File: src/rtl/z80fi_bus_recorder.sv
// Passive z80fi bus recorder: watches T-state bus strobes and assembles one
// per-instruction record (bytes, M-cycle types, T-counts, first mem read/write).
module z80fi_bus_recorder #(
  parameter int MAX_MCYCLES = 4
) (
  input  logic        clk,
  input  logic        reset_n,
  input  logic        insn_start,
  input  logic        mcycle_start,
  input  logic        m1_n,
  input  logic        mreq_n,
  input  logic        iorq_n,
  input  logic        rd_n,
  input  logic        wr_n,
  input  logic [15:0] addr,
  input  logic [7:0]  data,
  output logic        z80fi_valid,
  output logic [31:0] z80fi_insn,
  output logic [2:0]  z80fi_insn_len,
  output logic [15:0] z80fi_reg_ip_in,
  output logic [2:0]  z80fi_mcycle_type1,
  output logic [2:0]  z80fi_mcycle_type2,
  output logic [2:0]  z80fi_mcycle_type3,
  output logic [2:0]  z80fi_mcycle_type4,
  output logic [3:0]  z80fi_tcycles1,
  output logic [3:0]  z80fi_tcycles2,
  output logic [3:0]  z80fi_tcycles3,
  output logic [3:0]  z80fi_tcycles4,
  output logic [15:0] z80fi_bus_raddr,
  output logic [7:0]  z80fi_bus_rdata,
  output logic [15:0] z80fi_bus_waddr,
  output logic [7:0]  z80fi_bus_wdata,
  output logic        rec_overflow,
  output logic        dbg_state
);

  localparam logic [2:0] CYCLE_NONE     = 3'd0;
  localparam logic [2:0] CYCLE_M1       = 3'd1;
  localparam logic [2:0] CYCLE_RDWR_MEM = 3'd2;
  localparam logic [2:0] CYCLE_RDWR_IO  = 3'd3;
  localparam logic [2:0] CYCLE_INTERNAL = 3'd4;

  localparam int IW = $clog2(MAX_MCYCLES + 2);
  localparam logic [IW-1:0] MAX_IDX = IW'(MAX_MCYCLES);

  typedef enum logic {IDLE = 1'b0, COLLECT = 1'b1} state_t;

  typedef struct packed {
    logic [31:0]     insn;
    logic [2:0]      len;
    logic [15:0]     ip;
    logic [3:0][2:0] types;
    logic [3:0][3:0] tcs;
    logic [15:0]     raddr;
    logic [7:0]      rdata;
    logic [15:0]     waddr;
    logic [7:0]      wdata;
    logic            ovf;
  } rec_t;

  // Strobe history of the M-cycle in progress; bytes keep the last strobed clock.
  typedef struct packed {
    logic        m1;
    logic        mreq;
    logic        iorq;
    logic        rd;
    logic        wr;
    logic [15:0] rd_addr;
    logic [7:0]  rd_data;
    logic [15:0] wr_addr;
    logic [7:0]  wr_data;
  } cyc_t;

  state_t         state_q, state_d;
  rec_t           rec_q, closed, open_rec, out_q;
  cyc_t           cyc_q, cyc_d;
  logic           valid_q, emit;
  logic           rdone_q, wdone_q, rdone_c, wdone_c;
  logic [IW-1:0]  idx_q, idx_close;
  logic [3:0]     tcnt_q;
  logic [2:0]     cyc_type;
  logic [15:0]    exp_addr;
  logic           is_mem, do_append;

  always_comb begin
    state_d = state_q;
    emit    = 1'b0;
    if (insn_start) begin
      state_d = COLLECT;
      emit    = (state_q == COLLECT);
    end
  end

  always_comb begin
    cyc_d = (insn_start || mcycle_start) ? '0 : cyc_q;
    cyc_d.m1   = cyc_d.m1   | (!m1_n && !mreq_n);
    cyc_d.mreq = cyc_d.mreq | !mreq_n;
    cyc_d.iorq = cyc_d.iorq | !iorq_n;
    cyc_d.rd   = cyc_d.rd   | !rd_n;
    cyc_d.wr   = cyc_d.wr   | !wr_n;
    if (!rd_n) begin
      cyc_d.rd_addr = addr;
      cyc_d.rd_data = data;
    end
    if (!wr_n) begin
      cyc_d.wr_addr = addr;
      cyc_d.wr_data = data;
    end
    open_rec    = '0;
    open_rec.ip = addr;
  end

  // Record as it looks once the current M-cycle is folded in.
  always_comb begin
    if (cyc_q.m1)        cyc_type = CYCLE_M1;
    else if (cyc_q.mreq) cyc_type = CYCLE_RDWR_MEM;
    else if (cyc_q.iorq) cyc_type = CYCLE_RDWR_IO;
    else                 cyc_type = CYCLE_INTERNAL;

    closed    = rec_q;
    rdone_c   = rdone_q;
    wdone_c   = wdone_q;
    idx_close = idx_q;
    exp_addr  = rec_q.ip + 16'(rec_q.len);
    is_mem    = (cyc_type == CYCLE_RDWR_MEM);
    do_append = (cyc_type == CYCLE_M1) ||
                (is_mem && cyc_q.rd && (cyc_q.rd_addr == exp_addr));

    for (int k = 0; k < 4; k++) begin
      if (k < MAX_MCYCLES && idx_q == IW'(k + 1)) begin
        closed.types[k] = cyc_type;
        closed.tcs[k]   = tcnt_q;
      end
    end
    if (idx_q > MAX_IDX) closed.ovf = 1'b1;
    else                 idx_close = idx_q + 1'b1;

    if (do_append) begin
      if (rec_q.len == 3'd4) begin
        closed.ovf = 1'b1;
      end else begin
        for (int k = 0; k < 4; k++) begin
          if (rec_q.len == 3'(k)) closed.insn[8*k +: 8] = cyc_q.rd_data;
        end
        closed.len = rec_q.len + 3'd1;
      end
    end

    if (is_mem && cyc_q.rd && !do_append && !rdone_q) begin
      closed.raddr = cyc_q.rd_addr;
      closed.rdata = cyc_q.rd_data;
      rdone_c      = 1'b1;
    end
    if (is_mem && cyc_q.wr && !wdone_q) begin
      closed.waddr = cyc_q.wr_addr;
      closed.wdata = cyc_q.wr_data;
      wdone_c      = 1'b1;
    end
  end

  always_ff @(posedge clk or negedge reset_n) begin
    if (!reset_n) begin
      state_q <= IDLE;
      rec_q   <= '0;
      out_q   <= '0;
      cyc_q   <= '0;
      valid_q <= 1'b0;
      rdone_q <= 1'b0;
      wdone_q <= 1'b0;
      idx_q   <= '0;
      tcnt_q  <= '0;
    end else begin
      state_q <= state_d;
      valid_q <= emit;
      cyc_q   <= cyc_d;
      if (emit) out_q <= closed;
      if (insn_start) begin
        rec_q   <= open_rec;
        rdone_q <= 1'b0;
        wdone_q <= 1'b0;
        idx_q   <= IW'(1);
        tcnt_q  <= 4'd1;
      end else if (state_q == COLLECT) begin
        if (mcycle_start) begin
          rec_q   <= closed;
          rdone_q <= rdone_c;
          wdone_q <= wdone_c;
          idx_q   <= idx_close;
          tcnt_q  <= 4'd1;
        end else if (tcnt_q != 4'hF) begin
          tcnt_q <= tcnt_q + 4'd1;
        end
      end
    end
  end

  assign z80fi_valid        = valid_q;
  assign z80fi_insn         = out_q.insn;
  assign z80fi_insn_len     = out_q.len;
  assign z80fi_reg_ip_in    = out_q.ip;
  assign z80fi_mcycle_type1 = out_q.types[0];
  assign z80fi_mcycle_type2 = out_q.types[1];
  assign z80fi_mcycle_type3 = out_q.types[2];
  assign z80fi_mcycle_type4 = out_q.types[3];
  assign z80fi_tcycles1     = out_q.tcs[0];
  assign z80fi_tcycles2     = out_q.tcs[1];
  assign z80fi_tcycles3     = out_q.tcs[2];
  assign z80fi_tcycles4     = out_q.tcs[3];
  assign z80fi_bus_raddr    = out_q.raddr;
  assign z80fi_bus_rdata    = out_q.rdata;
  assign z80fi_bus_waddr    = out_q.waddr;
  assign z80fi_bus_wdata    = out_q.wdata;
  assign rec_overflow       = out_q.ovf;
  assign dbg_state          = state_q;

endmodule

File: config.mk
export PLATFORM = sky130hd
export DESIGN_NAME = z80fi_bus_recorder
export DESIGN_NICKNAME = d
export VERILOG_FILES = /design/src/rtl/z80fi_bus_recorder.sv
export SDC_FILE = /design/constraint.sdc
export NUM_CORES = 1
export LEC_CHECK = 0
export BUFFER_PORTS_ARGS = -buffer_cell sky130_fd_sc_hd__buf_2
export CAP_MARGIN = 20
export CORE_ASPECT_RATIO = 0.75
export CORE_MARGIN = 5
export CORE_UTILIZATION = 40
export CTS_BUF_LIST = sky130_fd_sc_hd__clkbuf_2
export DETAILED_ROUTE_END_ITERATION = 6
export PLACE_DENSITY = 0.62
export SLEW_MARGIN = 5
export SYNTH_ARGS = -nofsm -noshare
export SYNTH_HDL_FRONTEND = slang
export SYNTH_SLANG_ARGS = --single-unit
File: constraint.sdc
create_clock -name clk -period 6.1 [get_ports clk]
set_input_delay 0.915 -clock clk [delete_from_list [all_inputs] [get_ports clk]]
set_output_delay 0.915 -clock clk [all_outputs]
set_load 0.01 [all_outputs]
==> metrics.md, run 1 <==
| Metric | Value |
|---|---|
| Outcome | finished clean |
| Initial Utilization | 0.405 |
| Post-synthesis xor/xnor area fraction | 0.0156 |
| Largest net degree at the start of global routing | 154 |
| H-tree levels | 3 |
| Drt first-iter violations | 813 |
| Worst Path Max Fanout | 27 |
| Mux share of post-synthesis cell area | 0.0978 |
| Lkg Pwr | 7.90 nW |
| Syn_nets | 1375 |
| Share of layout cells above drive strength 1 | 0.215 |
| Hold-fix buffers, CTS | 1 |
| Synth-to-Final Area Change | 13.6% |
| CTS clock-pin slew for the worst setup and hold paths | 100 ps |
| Synth async-reset ratio | 1.00 |
| Wire length after detailed routing | 37100 um |
| WHS Endpoint | cyc_q[52]$_DFF_PN0_ |
| FF+latch count, synth | 320 |
| Ys flop type | dfrtp_1 |
| DRC | 0 |
| Arrival @ worst endpoint | 5040 ps |
| Layout Cell Area excl Fill | 0.0159 mm^2 |
| Relative slew slack | 0.145 |
| Adder-Cell Fraction of Synth Area | 0.0139 |
| Fillers | 3383 |
| Reg2reg path depth | 10 |
| WHS | 147 ps |
| I/O Pins | 163 |
| Post-CTS Setup Inserts | 0 |
| Clock Path Buffers | 3 |
| Syn Inst Count | 1327 |
| Crit path kind | reg2reg |
| Largest family of logic cells by synthesized area | compound AO/OA/AOI/OAI gates |
| First-pass GRT wire length | 59200 um |
| GPL Wtd Cong | 0.861 |
| Total grt overflow | 0 |
| Dominant cell type by area after synthesis | dfrtp_1 |
| PostCTS Resize Cnt | 0 |
| Setup-failing EPs final | 0 |
| CTS Sinks | 320 |
| Number of cell rows | 59 |
| Synth Cell Area | 0.0140 mm^2 |
| Maximum VDD drop | 125 uV |
| WL/cell | 18.4 um |
| Startpoint Class | flop |
| Seq/Total Area, Yosys | 0.571 |
| Tmin final | 4230 ps |
| Worst r2r dst | rec_q[35]$_DFFE_PN0P_ |
| Core Footprint | 0.0347 mm^2 |
| Yosys warns | 0 |
| Vias in the first global route | 10500 |
| Slew @ Worst Pin | 1280 ps |
| Initial antenna violation count | 1 |
| CTS buffer count | 82 |
| RSZ-0062 raised after global routing | no |
| Post-layout nets | 1549 |
| Drt via density | 5.21 |
| Total die area | 0.0390 mm^2 |
| Hold depth | 2 |
| Non-Filler Instances | 2012 |
| Placed cell areas | 0.0152 mm^2 |
| Dpl hpwl | 25200 um |
| Reg2Reg Setup Slack | 1870 ps |
| Die Ht | 172 um |
| Most common cell in the netlist | dfrtp_1 |
| Routed Antenna Nets | 0 |
| FF/Latch Area | 0.00801 mm^2 |
| Most frequent cells after synthesis | dfrtp_1, nand2_1, mux2i_1 |
| Dominant cells by area after synthesis | dfrtp_1, mux2i_1, o21ai_0 |
| Final setup skew | 95.7 ps |
| Syn Area/Cell | 10.6 um^2 |
| Endpoint class of the critical path | flop |
| Number of detailed-route iterations in the first pass | 5 |
| CTS root buf | clkbuf_2 |
| CTS tree | built |
| Max Cap Viol | 0 |
| Period utilisation layout | 0.694 |
| Count of flip-flops with a built-in enable after synthesis | 0 |
| Vias post-DR | 10500 |
| Worst min-delay path class | in2reg |
| Multi-input gate area in the final layout | 0.00557 mm^2 |
| Clk Latency, worst-skew pair | 990 ps |
| Synth top area share | 0.571 |
| Hold Violations, Final | 0 |
| GRT Util Overall | 0.192 |
| Post-synthesis compound-gate area fraction | 0.135 |
| Worst flop-to-flop path startpoint | rec_q[93]$_DFFE_PN0P_ |
| Worst hold start | m1_n |
| Placed cells | 1873 |
| Cell area power density | 291 mW/mm^2 |
| Port Buffers | 162 |
| Post-route setup TNS | 0 ps |
| CP Data Required Time | 6910 ps |
| Max Clk Rate | 236 MHz |
| Max Slew Vio Count | 0 |
| Simple-gate share of the synthesized area | 0.131 |
| Chip Width | 226 um |
| Cell variety after synth | 61 |
[logic make-up (layout without fill, tap and decap cells)]
group / Yosys count / count (layout)
muxes: 135 / 135
DFF: 320 / 320
adders and majority gates: 15 / 15
xor gates and xnor gates: 25 / 25
other: 0 / 4
and+or+nand+nor: 401 / 401
AOI/OAI and AO/OA: 307 / 307
buffers and inverters: 124 / 348
[flip-flops by register name, summed over array words and instances (netlist names), 3 cells and up]
name                cells
z80fi_mcycle_type1      3
z80fi_mcycle_type3      3
z80fi_tcycles3          4
z80fi_tcycles2          4
cyc_q                  53
rec_q                 112
z80fi_bus_waddr        16
idx_q                   3
tcnt_q                  4
z80fi_bus_wdata         8
z80fi_mcycle_type4      3
z80fi_insn             32
z80fi_tcycles4          4
z80fi_bus_raddr        16
z80fi_tcycles1          4
closed                 16
z80fi_bus_rdata         8
z80fi_mcycle_type2      3
z80fi_insn_len          3
z80fi_reg_ip_in        16
[metrics by stage]
step | setup slack, ps | total power, mW | util
final | 1870 | 4.64 | 0.459
after global routing | 1560 | 4.93 | 0.459
after global placement | 2020 | 3.27 | 0.439
after floorplan | 3020 | 2.94 | -
after detailed placement | 1950 | 3.28 | 0.439
after CTS | 1850 | 4.72 | 0.459
[power breakdown]
| group | leakage (nW) | total (mW) | internal, mW | switching [mW] |
|---|---|---|---|---|
| combinational | 3.18 | 0.773 | 0.284 | 0.489 |
| sequential | 4.18 | 2.45 | 2.30 | 0.153 |
| clock | 0.534 | 1.42 | 0.547 | 0.868 |
[metal layers]
layer	vias to the layer above	wire length [um]	global-route usage
li1	4996	-	-
met1	5129	17300	0.274
met2	302	17000	0.295
met3	59	2150	0.0487
met4	0	711	0.0486
met5	-	0	0
[cells in the final DEF (no fill, tap or decap), types with 18 or more instances in the layout]
cell	instances
dfrtp_1	320
buf_2	161
nand2_1	148
mux2i_1	118
clkbuf_2	117
o21ai_0	115
nor2_1	102
a21oi_1	80
a22o_1	62
nand3_1	55
nand2b_1	40
inv_1	35
a31oi_1	18
[worst max-delay path by stage]
stage,start,endpoint,slack [ps],cells past startpoint
global route,rec_q[93]$_DFFE_PN0P_,rec_q[41]$_DFFE_PN0P_,1560,10
detailed placement,rec_q[93]$_DFFE_PN0P_,rec_q[35]$_DFFE_PN0P_,1950,10
floorplan,rec_q[93]$_DFFE_PN0P_,rec_q[93]$_DFFE_PN0P_,3020,10
finish,rec_q[93]$_DFFE_PN0P_,rec_q[35]$_DFFE_PN0P_,1870,10
global placement,rec_q[93]$_DFFE_PN0P_,rec_q[41]$_DFFE_PN0P_,2020,10
CTS,rec_q[93]$_DFFE_PN0P_,rec_q[35]$_DFFE_PN0P_,1850,10
[worst max-delay path, cell delays in order (launching register included)]
cell and delay (ps):
dfrtp_1 460, ha_1 270, fa_1 400, a21oi_1 470, o21ai_0 180, o311a_1 150
o2111ai_1 330, nor4_4 120, a21oi_4 850, o21ai_2 500, a22o_1 320
[cell type report]
type,instances,area share
Antenna cell,4,0.000628
Clock buffer,117,0.0367
Clock inverter,17,0.00597
Inverter,36,0.00863
Multi-Input combinational cell,883,0.350
Sequential cell,320,0.502
Tap cell,457,0.0359
Timing Repair Buffer,178,0.0602
Power figures use the tool's default switching activity.
==> inputs of run 2 (changes only) <==
==> constraint.sdc (replaced) <==
create_clock -name clk -period 3.9 [get_ports clk]
set_input_delay 0.585 -clock clk [delete_from_list [all_inputs] [get_ports clk]]
set_output_delay 0.585 -clock clk [all_outputs]
set_load 0.01 [all_outputs]
==> run 2 against run 1 <==
  * Power rose by 56%
  * Via count rose by 2.6%
  * Cell area rose by 2.4%
  * Clock skew fell by 35 ps
  * Largest cell class unchanged
  * Largest power group unchanged
  * Critical path type unchanged
==> metrics.md, run 2 (synthesis results as in run 1) <==
| Metric | Value |
|---|---|
| Outcome | finished clean |
| Placed cells | 1889 |
| Largest net degree at the start of global routing | 109 |
| Worst hold start | rd_n |
| Chip Width | 226 um |
| Wire length after detailed routing | 37900 um |
| CP Data Required Time | 4610 ps |
| Relative slew slack | 0.323 |
| Total die area | 0.0390 mm^2 |
| Max reg flops | 112 |
| Vias in the first global route | 10800 |
| Layout Cell Area excl Fill | 0.0163 mm^2 |
| DRC | 0 |
| Number of cell rows | 59 |
| Tmin final | 3570 ps |
| Max Cap Viol | 0 |
| Post-layout util | 0.470 |
| Worst Path Max Fanout | 16 |
| Post-route setup TNS | 0 ps |
| Worst r2r dst | z80fi_bus_raddr[1]$_DFFE_PN0P_ |
| CTS root buf | clkbuf_2 |
| Post-layout nets | 1591 |
| Commonest non-fill, non-tap cell in the layout | dfrtp_1 |
| Clock Path Buffers | 3 |
| Maximum VDD drop | 229 uV |
| Port Buffers | 162 |
| Startpoint Class | flop |
| RSZ-0062 raised after global routing | no |
| Grt met2 use | 0.309 |
| I/O Pins | 163 |
| Drt first-iter violations | 689 |
| CTS buffer count | 81 |
| Max Clk Rate | 280 MHz |
| Worst flop-to-flop path startpoint | rec_q[93]$_DFFE_PN0P_ |
| Post-Place Setup Slack | 398 ps |
| First-pass GRT wire length | 60300 um |
| Period utilisation layout | 0.916 |
| Routed Antenna Nets | 0 |
| Dpl hpwl | 25600 um |
| Reg2reg path depth | 12 |
| Crit path kind | reg2reg |
| Arrival @ worst endpoint | 4280 ps |
| Initial antenna violation count | 1 |
| Hold Violations, Final | 0 |
| Clk Latency, worst-skew pair | 900 ps |
| GRT Util Overall | 0.195 |
| Fillers | 3390 |
| GPL Wtd Cong | 0.873 |
| Post-layout worst setup margin | 329 ps |
| Max Slew Vio Count | 0 |
| Top reg by flops | rec_q |
| Total grt overflow | 0 |
| Vias post-DR | 10800 |
| CTS Sinks | 320 |
| Met1 GRT Util | 0.274 |
| Final setup skew | 61.0 ps |
| Worst min-delay path class | in2reg |
| Share of layout cells above drive strength 1 | 0.219 |
| WHS | 224 ps |
| Initial Utilization | 0.405 |
| WHS Endpoint | cyc_q[49]$_DFF_PN0_ |
| Lkg Pwr | 8.08 nW |
| Most used routing layer in global routing | met2 |
| PostCTS Resize Cnt | 0 |
| H-tree levels | 3 |
| Hold depth | 2 |
| Slew @ Worst Pin | 1010 ps |
| Placed cell areas | 0.0154 mm^2 |
| Endpoint class of the critical path | flop |
| WL/cell | 18.5 um |
| Setup-failing EPs final | 0 |
| Drt via density | 5.26 |
| Die Ht | 172 um |
| CTS tree | built |
| Core Footprint | 0.0347 mm^2 |
| CTS clock-pin slew for the worst setup and hold paths | 90 ps |
| Synth-to-Final Area Change | 16.3% |
| Met3 usage | 0.0421 |
| Critical path origin | rec_q[93]$_DFFE_PN0P_ |
| Number of detailed-route iterations in the first pass | 5 |
| Reg2Reg Setup Slack | 330 ps |
| Non-Filler Instances | 2046 |
| Most frequent cells in the layout | dfrtp_1, buf_2, nand2_1 |
| Total power | 7.26 mW |
| Cell area power density | 445 mW/mm^2 |
## run 2: cell types whose count changed in the layout (fill, tap and decap cells not counted)
cell	change
inv_2	+1
clkinv_1	-4
diode_2	-3
clkinv_2	+1
dlygate4sd3_1	+27
buf_4	+14
buf_12	+2
clkbuf_2	-4
## run 2: layout make-up
type,instances,area [um^2],share of cell area
inverters,36,138,0.00843
clock inverters,15,88.8,0.00544
diodes,1,2.50,0.000153
clock buffers,113,566,0.0347
flip-flops and latches,320,8010,0.491
well taps,457,572,0.0350
multi-input cells,883,5570,0.341
repair buffers,221,1380,0.0843
## run 2: timing repair
| item | in CTS | in global routing |
|---|---|---|
| hold buffers | 28 | 0 |
| setup buffers | 0 | 0 |
| endpoints found under the hold margin | 158 | 0 |
## run 2: how the worst max path moves through the flow
| stage | cells after the start | slack (ps) | to |
|---|---|---|---|
| 2_1_floorplan | 10 | 820 | rec_q[93]$_DFFE_PN0P_ |
| 3_3_place_gp | 10 | 350 | rec_q[41]$_DFFE_PN0P_ |
| 5_1_grt | 13 | 100 | z80fi_bus_raddr[1]$_DFFE_PN0P_ |
| 3_5_place_dp | 12 | 400 | z80fi_bus_raddr[1]$_DFFE_PN0P_ |
| 6_report | 12 | 330 | z80fi_bus_raddr[1]$_DFFE_PN0P_ |
| 4_1_cts | 12 | 380 | z80fi_bus_raddr[1]$_DFFE_PN0P_ |
## run 2: per-layer routing
layer | part of all wire | up-vias | routed length (um)
met1 | 0.45 | 5321 | 17300
li1 | - | 5066 | -
met5 | 0 | - | 0
met2 | 0.47 | 312 | 17700
met3 | 0.062 | 56 | 2330
met4 | 0.017 | 0 | 630
## run 2: power by group
group          total [mW]  switching (mW)  internal (mW)
logic                1.26           0.788          0.475
clock network        2.17            1.34          0.830
registers            3.83           0.231           3.60
total                7.26            2.36           4.90
## run 2: critical path, stage by stage (launching register included)
cell and delay (ps):
dfrtp_1 450, ha_1 260, fa_1 410, a21oi_1 250
o21ai_0 130, o311a_1 150, o2111ai_1 280, nor4_4 70
buf_4 170, a21oi_4 530, buf_4 370, mux2i_1 230
a21oi_1 90
==> inputs of run 3 (changes only) <==
--- a/config.mk
+++ b/config.mk
@@ -13,6 +13,7 @@
 export CTS_BUF_LIST = sky130_fd_sc_hd__clkbuf_2
 export DETAILED_ROUTE_END_ITERATION = 6
 export PLACE_DENSITY = 0.62
+export RECOVER_POWER = 50
 export SLEW_MARGIN = 5
 export SYNTH_ARGS = -nofsm -noshare
 export SYNTH_HDL_FRONTEND = slang
==> constraint.sdc (replaced) <==
create_clock -name clk -period 3.9 [get_ports clk]
set_input_delay 0.39 -clock clk [delete_from_list [all_inputs] [get_ports clk]]
set_output_delay 0.39 -clock clk [all_outputs]
set_load 0.01 [all_outputs]
==> run 3 against run 2 <==
  * The run now ends with max-capacitance violations, max-slew violations left
  * Power is 1.4% higher
  * Non-clock buffer count is 1 higher
  * Fmax is 5.0% higher
  * Largest cell class unchanged
  * Cell area is 0.37% higher
  * Sequential cell count stayed put
  * Utilization is 0.17 points higher
  * Critical path depth stayed put
  * Largest power group unchanged
  * Die area stayed put
==> metrics.md, run 3 (synthesis results as in run 1) <==
| Metric | Value |
|---|---|
| Number of cell rows | 59 |
| Die Ht | 172 um |
| Cell area power density | 449 mW/mm^2 |
| DRC | 0 |
| Sw frac | 0.324 |
| Cell-internal power | 4.97 mW |
| Met1 GRT Util | 0.278 |
| Synth-to-Final Area Change | 16.7% |
| Drt first-iter violations | 781 |
| Post-CTS Setup Inserts | 0 |
| CP Depth | 12 |
| Most frequent cells in the layout | dfrtp_1, buf_2, nand2_1 |
| Lkg Pwr | 8.08 nW |
| Layout Cell Area excl Fill | 0.0164 mm^2 |
| Cell chain of the critical path | ha_1, fa_1, a21oi_1, buf_4, nor2b_1, xnor2_1, nand3_1, nor4_4, buf_4, a21oi_1, nor3_1, mux2_2 |
| Top reg by flops | rec_q |
| Logic gate share of total power | 0.171 |
| Failing checks | max-capacitance violations, max-slew violations |
| Endpoint class of the critical path | flop |
| Reg2reg path depth | 12 |
| Clock share of power | 0.308 |
| CTS buffer count | 80 |
| Outcome | complete, but fails checks |
| Post-Place Setup Slack | 544 ps |
| Initial Utilization | 0.405 |
| Drt via density | 5.17 |
| Most used routing layer in global routing | met2 |
| Dpl hpwl | 25700 um |
| Number of detailed-route iterations in the first pass | 5 |
| Vias in the first global route | 10800 |
| GPL Wtd Cong | 0.882 |
| CTS root buf | clkbuf_2 |
| Worst Path Max Fanout | 8 |
| Post-route setup TNS | 0 ps |
| Largest net degree at the start of global routing | 105 |
| Max reg flops | 112 |
| Arrival @ worst endpoint | 4250 ps |
| Maximum VDD drop | 227 uV |
| Hold Violations, Final | 0 |
| Total power | 7.36 mW |
| Worst min-delay path class | in2reg |
| Tmin final | 3400 ps |
| Chip Width | 226 um |
| Clk Latency, worst-skew pair | 950 ps |
| Port Buffers | 162 |
| Grt met2 use | 0.303 |
| Final setup skew | 56.3 ps |
| CTS Sinks | 320 |
| CTS tree | built |
| Commonest non-fill, non-tap cell in the layout | dfrtp_1 |
| Hold depth | 3 |
| Max Cap Viol | 3 |
| Total die area | 0.0390 mm^2 |
| CP peak stage delay | 470 ps |
| Non-Filler Instances | 2058 |
| Post-layout worst setup margin | 499 ps |
| CTS clock-pin slew for the worst setup and hold paths | 110 ps |
| Fillers | 3366 |
| Max Slew Vio Count | 197 |
| Period utilisation layout | 0.872 |
| Share of power burned in registers | 0.521 |
| Vias post-DR | 10600 |
| Slew @ Worst Pin | 2740 ps |
| Initial antenna violation count | 2 |
| I/O Pins | 163 |
| Routed Antenna Nets | 0 |
| First-pass GRT wire length | 60400 um |
| Post-layout nets | 1591 |
| Crit path kind | reg2reg |
| H-tree levels | 3 |
| RSZ-0062 raised after global routing | no |
| Delay-heaviest family, CP | simple AND/OR/NAND/NOR gates |
| Relative slew slack | -0.825 |
| Total grt overflow | 0 |
| Placed cell areas | 0.0154 mm^2 |
| CP Data Required Time | 4750 ps |
| Wire length after detailed routing | 37900 um |
| Met3 usage | 0.0507 |
| Buf/Inv on CP | 2 |
| Core Footprint | 0.0347 mm^2 |
| GRT Util Overall | 0.196 |
| CP max stage cell | dfrtp_1 |
| Max Clk Rate | 294 MHz |
| Clock Path Buffers | 3 |
| WHS | 216 ps |
| Post-layout util | 0.472 |
| Net Sw Power | 2.39 mW |
| Share of layout cells above drive strength 1 | 0.212 |
| Placed cells | 1886 |
| Startpoint Class | flop |
| Setup-failing EPs final | 0 |
| WL/cell | 18.4 um |
## run 3: power groups by stage
stage / registers, mW / logic, mW / clock network [mW]
after global routing: 3.88 / 1.41 / 2.54
after global placement: 3.89 / 1.24 / 0
after detailed placement: 3.90 / 1.25 / 0
after CTS: 3.84 / 1.28 / 2.37
final: 3.84 / 1.26 / 2.26
after floorplan: 3.90 / 0.695 / 0
## run 3: metal layers
metal | vias to the layer above | share of wire
li1 | 5086 | -
met1 | 5221 | 0.46
met2 | 281 | 0.46
met3 | 47 | 0.061
met4 | 0 | 0.016
met5 | - | 0
## run 3: what timing repair did
action / in CTS / in global routing
hold buffers: 32 / 0
endpoints found under the hold margin: 176 / 0
resized for setup: 0 / 0
## run 3: final cells by class
cell class,instances,area (um^2),area share
diodes,3,7.51,0.000458
clock inverters,25,155,0.00947
repair buffers,222,1370,0.0836
well taps,457,572,0.0349
inverters,36,138,0.00840
multi-input cells,883,5570,0.340
clock buffers,112,561,0.0342
flip-flops and latches,320,8010,0.489
## run 3: worst paths after layout
check / slack (ps) / endpoint / from
setup / recovery: 500 / rec_q[93]$_DFFE_PN0P_ / rec_q[93]$_DFFE_PN0P_
hold / removal: 220 / cyc_q[50]$_DFF_PN0_ / iorq_n
setup reg to reg: 500 / rec_q[93]$_DFFE_PN0P_ / rec_q[93]$_DFFE_PN0P_
hold reg to reg: 480 / rec_q[76]$_DFFE_PN0P_ / rec_q[76]$_DFFE_PN0P_
max in group asynchronous: 910 / z80fi_insn[28]$_DFFE_PN0P_ / reset_n
min in group asynchronous: 830 / z80fi_tcycles4[2]$_DFFE_PN0P_ / reset_n
## run 3: worst min-delay path: cells and delay by family
kind	cells	cell delay [ps]
buffers and inverters	2	660
AND/OR/NAND/NOR	1	50
